<file path="src/rtl/video_timing_gen.sv">
// Raster timing generator: h/v counters, blanking, offset-adjustable syncs,
// line/frame pulses, optional interlace field flag and a raster interrupt.
module video_timing_gen #(
  parameter int W         = 9,
  parameter int HTOTAL    = 383,
  parameter int HBL_START = 256,
  parameter int HBL_END   = 0,
  parameter int HS_START  = 264,
  parameter int HS_END    = 288,
  parameter int VTOTAL    = 288,
  parameter int VBL_START = 241,
  parameter int VBL_END   = 17,
  parameter int VS_START  = 244,
  parameter int VS_END    = 254,
  parameter int SYNC_POL  = 1,
  parameter int INTERLACE = 0
) (
  input  logic               clk,
  input  logic               reset_n,
  input  logic               ce_pix,
  input  logic signed [3:0]  hs_offset,
  input  logic signed [3:0]  vs_offset,
  input  logic [W-1:0]       irq_line,
  input  logic               irq_ack,
  output logic [W-1:0]       hc,
  output logic [W-1:0]       vc,
  output logic               hsync,
  output logic               vsync,
  output logic               hbl,
  output logic               vbl,
  output logic               de,
  output logic               line_start,
  output logic               frame_start,
  output logic               field,
  output logic               raster_irq
);

  localparam logic [W-1:0] H_LAST = W'(HTOTAL);
  localparam logic [W-1:0] V_LAST = W'(VTOTAL);
  localparam logic [W-1:0] HB_ON  = W'(HBL_START);
  localparam logic [W-1:0] HB_OFF = W'(HBL_END);
  localparam logic [W-1:0] VB_ON  = W'(VBL_START);
  localparam logic [W-1:0] VB_OFF = W'(VBL_END);
  localparam logic [W-1:0] HS_ON  = W'(HS_START);
  localparam logic [W-1:0] HS_OFF = W'(HS_END);
  localparam logic [W-1:0] VS_ON  = W'(VS_START);
  localparam logic [W-1:0] VS_OFF = W'(VS_END);

  // Edge position with a sign-extended offset, wrapping modulo 2^W.
  function automatic logic [W-1:0] edge_pos(input logic [W-1:0] base,
                                            input logic signed [3:0] off);
    logic [W-1:0] off_ext;
    off_ext = {{(W-4){off[3]}}, off};
    return base + off_ext;
  endfunction

  logic signed [3:0] ho_p0, vo_p0;
  logic              hs_act_p0, vs_act_p0;
  logic [W-1:0]      hs_on, hs_off, vs_on, vs_off, v_next;
  logic              h_wrap, v_wrap;
  logic              hbl_nxt, vbl_nxt, hs_nxt, vs_nxt, irq_set;

  always_comb begin
    h_wrap  = (hc == H_LAST);
    v_wrap  = (vc == V_LAST);
    v_next  = v_wrap ? '0 : vc + 1'b1;
    hs_on   = edge_pos(HS_ON,  ho_p0);
    hs_off  = edge_pos(HS_OFF, ho_p0);
    vs_on   = edge_pos(VS_ON,  vo_p0);
    vs_off  = edge_pos(VS_OFF, vo_p0);

    hbl_nxt = hbl;
    if (hc == HB_ON)       hbl_nxt = 1'b1;
    else if (hc == HB_OFF) hbl_nxt = 1'b0;

    hs_nxt = hs_act_p0;
    if (hc == hs_on)       hs_nxt = 1'b1;
    else if (hc == hs_off) hs_nxt = 1'b0;

    // Vertical events are evaluated once per line, on the line-wrap pixel.
    vbl_nxt = vbl;
    vs_nxt  = vs_act_p0;
    if (h_wrap) begin
      if (vc == VB_ON)       vbl_nxt = 1'b1;
      else if (vc == VB_OFF) vbl_nxt = 1'b0;
      if (vc == vs_on)       vs_nxt  = 1'b1;
      else if (vc == vs_off) vs_nxt  = 1'b0;
    end

    irq_set = ce_pix && h_wrap && (v_next == irq_line);
  end

  // Counter / timing register stage
  always_ff @(posedge clk or negedge reset_n) begin
    if (!reset_n) begin
      hc          <= '0;
      vc          <= '0;
      ho_p0       <= '0;
      vo_p0       <= '0;
      hbl         <= 1'b0;
      vbl         <= 1'b0;
      de          <= 1'b1;
      hs_act_p0   <= 1'b0;
      vs_act_p0   <= 1'b0;
      line_start  <= 1'b0;
      frame_start <= 1'b0;
      field       <= 1'b0;
      raster_irq  <= 1'b0;
    end else begin
      if (ce_pix) begin
        hc          <= h_wrap ? '0 : hc + 1'b1;
        if (h_wrap) vc <= v_next;
        hbl         <= hbl_nxt;
        vbl         <= vbl_nxt;
        de          <= ~hbl_nxt & ~vbl_nxt;
        hs_act_p0   <= hs_nxt;
        vs_act_p0   <= vs_nxt;
        line_start  <= h_wrap;
        frame_start <= h_wrap & v_wrap;
        // Offsets only move sync edges from the next frame onward.
        if (h_wrap && v_wrap) begin
          ho_p0 <= hs_offset;
          vo_p0 <= vs_offset;
          if (INTERLACE != 0) field <= ~field;
        end
      end
      if (irq_set)      raster_irq <= 1'b1;
      else if (irq_ack) raster_irq <= 1'b0;
    end
  end

  assign hsync = (SYNC_POL != 0) ? hs_act_p0 : ~hs_act_p0;
  assign vsync = (SYNC_POL != 0) ? vs_act_p0 : ~vs_act_p0;

endmodule

</file>
<file path="config.mk">
export PLATFORM = sky130hd
export DESIGN_NAME = video_timing_gen
export DESIGN_NICKNAME = d
export VERILOG_FILES = /design/src/rtl/video_timing_gen.sv
export SDC_FILE = /design/constraint.sdc
export NUM_CORES = 1
export LEC_CHECK = 0
export ABC_CLOCK_PERIOD_IN_PS = 3880
export BUFFER_PORTS_ARGS = -buffer_cell sky130_fd_sc_hd__buf_4
export CAP_MARGIN = 20
export CORE_MARGIN = 5
export CORE_UTILIZATION = 59
export DETAILED_ROUTE_END_ITERATION = 16
export PLACE_DENSITY = 0.83
export SYNTH_ARGS = -nofsm -noshare
export SYNTH_HDL_FRONTEND = slang
export SYNTH_SLANG_ARGS = --single-unit
</file>
<file path="constraint.sdc">
create_clock -name clk -period 3.88 [get_ports clk]
set_clock_uncertainty 0.15 [all_clocks]
set_input_delay 0.776 -clock clk [delete_from_list [all_inputs] [get_ports clk]]
set_output_delay 0.776 -clock clk [all_outputs]
set_load 0.02 [all_outputs]
</file>
==> flow_summary.toml <==
[die]
start_util_pct = 60.7
core_um2 = 3630
dieArea_um2 = 5060
die_w_um = 71.1
die_h_um = 71.1
rows = 22
num_io_pins = 48

[clock_network]
cts_resized = 0
cts-hold-fix-buffers = 0
clock-root-buffer = "clkbuf_8"
clk_pin_slew_ps = 70
cts_setup_buffers = 0
cts-buffers-inserted = 5
cts_sinks = 34
clk_latency_ps = 290
cts_tree = "built"
htree_levels = 2
cts_buffer_depth = 2

[detailed_routing]
drtPass1Iterations = 4
drtIter0Drc = 119
wl_per_cell_um = 15.0
via_per_inst = 5.67
drc = 0
num_vias = 1848
routed_wl_mm = 4.88
ant_nets = 0

[yosys]
seq_area_frac_synth_pct = 38.6
avgSynthCellArea_um2 = 9.23
synth_cell_type_count = 41
synth_cells = 239
yosysWarningCount = 1
ys_ff_latch = 34
synth_area_um2 = 2210
synth.net_count = 272

[power_and_ir_drop]
p_leak_nw = 1.25
peakVddDrop_mv = 0.302
p_sw_uw = 351
power_frac_seq_pct = 46.0
switching_share_pct = 34.6
power.share.combinational_pct = 26.8
powerDensity_nw_per_um2 = 386
p_int_uw = 663
clockPowerShare_pct = 27.2

[worst_setup_path]
endpoint_kind = "register"
critPathArrivalTime_ps = 2590
r2r_cells = 5
critPathKind = "register to register"
critPathRequiredTime_ps = 3910
start_kind = "register"
crit_path_max_fanout = 12

[final_layout]
final_cell_mix = "buf_4, dfrtp_1, nand2_1"
area_delta_synth_final_pct = 19.2
stdcell_area_um2 = 2630
fillCellCount = 292
drive_gt1_share_pct = 24.1
final_common_cell = "buf_4"
nNetsFinal = 310
final_util_pct = 72.4
diodes = 0

[grt]
grtUsageTotal_pct = 21.2
grt-ovfl-total = 0
grt_pass1_wl_mm = 8.54
grt_pass1_vias = 1817
antenna_found_initial = 0
grt_max_degree = 35

[sta]
finalMaxSlewViolations = 0
worst_slew_pin_slew_ps = 733
fin_crit_ps = 2560
whs_ps = 272
hold_viol = 0
finalSetupViolCount = 0
clock.fmax_mhz = 391
final.setup.tns_ps = 0
rsz0062_at_grt = "false"
relSlewSlack_pct = 51.0
min_period_over_period_pct = 66.0

[placed_design]
io_buffers = 46
place_area_um2 = 2530
gp_routability_congestion = 0.885
dp_hpwl_mm = 3.68

[job]
maxCapViolCount = 0

[worst_hold_path]
hp-class = "input pin to async pin"

[outcome]
status = "finished clean"
[critical path, stage by stage (launching register included)]
cell,delay (ps)
dfrtp_1,420
ha_1,250
and3_1,210
nand3_1,320
nor2_1,690
mux2_2,410
[stage by stage]
| stage | setup slack [ps] | instances | power [mW] |
|---|---|---|---|
| 2_1_floorplan | 1770 | 239 | 0.629 |
| 3_3_place_gp | 1150 | 318 | 0.740 |
| 3_5_place_dp | 1070 | 318 | 0.746 |
| 4_1_cts | 1320 | 326 | 1.02 |
| 5_1_grt | 1080 | 326 | 1.08 |
| 6_report | 1320 | 326 | 1.01 |
[registers in the layout (all words and copies together) (netlist names)]
register,flops
hc,9
vc,9
ho_p0,4
vo_p0,4
de,1
frame_start,1
hbl,1
hsync,1
line_start,1
raster_irq,1
vbl,1
vsync,1
[Yosys cell counts, drive strengths merged]
cell | count | area [um2]
dfrtp | 33 | 826
nand2 | 25 | 93.8
o21ai | 18 | 90.1
xnor2 | 18 | 158
nand3 | 14 | 70.1
ha | 12 | 150
inv | 12 | 45.0
xor2 | 12 | 105
nor2 | 11 | 41.3
nor3 | 10 | 50.1
buf | 8 | 48.8
nand4 | 8 | 65.1
clkbuf | 7 | 27.5
mux2 | 7 | 78.8
and3 | 6 | 38.8
a21oi | 4 | 20.0
nor2b | 4 | 25.0
nor4 | 3 | 18.8
o2111ai | 3 | 26.3
o211ai | 3 | 22.5
a21o | 2 | 15.0
a31oi | 2 | 12.5
and2 | 2 | 12.5
and4 | 2 | 18.8
mux2i | 2 | 20.0
o31ai | 2 | 15.0
o32ai | 2 | 25.0
a221oi | 1 | 8.76
conb | 1 | 3.75
dfstp | 1 | 26.3
nor4b | 1 | 23.8
o2bb2ai | 1 | 8.76
o31a | 1 | 8.76
or3 | 1 | 6.26
[final timing paths]
kind                               from       end  slack [ps]
worst max-delay path              hc[0]  ho_p0[1]        1320
worst min-delay path            reset_n  ho_p0[2]         270
worst max register to register    hc[0]  ho_p0[1]        1320
worst min register to register       de        de         330
max in group asynchronous       reset_n        de        2980
min in group clk                     de        de         330
[cells by family (layout without fill, tap and decap cells)]
| family | after synthesis | in the layout | synth area share [%] |
|---|---|---|---|
| DFF | 34 | 34 | 38.6 |
| muxes | 9 | 9 | 4.48 |
| other | 1 | 1 | 0.170 |
| AOI/OAI and AO/OA | 39 | 39 | 11.5 |
| and+or+nand+nor | 87 | 87 | 21.0 |
| buffers and inverters | 27 | 66 | 5.50 |
| adders and majority gates | 12 | 12 | 6.81 |
| xor gates and xnor gates | 30 | 30 | 11.9 |
[per-layer routing]
metal | global-route usage [%] | up-vias | wire length (um)
met2 | 32.0 | 53 | 2280
met1 | 29.2 | 877 | 2270
li1 | - | 908 | -
met3 | 5.11 | 10 | 238
met5 | 0 | - | 0
met4 | 8.14 | 0 | 88
[power groups by stage]
stage	Sequential (mW)	Combinational, mW	Clock, mW
floorplan	0.497	0.132	0
finish	0.467	0.272	0.276
CTS	0.466	0.274	0.284
detailed placement	0.472	0.273	0
global route	0.477	0.302	0.300
global placement	0.469	0.271	0
[cell type report]
| class | count | area [um2] | area share (%) |
|---|---|---|---|
| clock buffer | 6 | 82.6 | 3.14 |
| inverter | 12 | 45.0 | 1.71 |
| multi-input combinational | 178 | 1230 | 46.9 |
| tap | 48 | 60.1 | 2.28 |
| timing repair buffer | 46 | 345 | 13.1 |
| clock inverter | 2 | 12.5 | 0.476 |
| sequential | 34 | 852 | 32.4 |
Power figures use the tool's default switching activity.
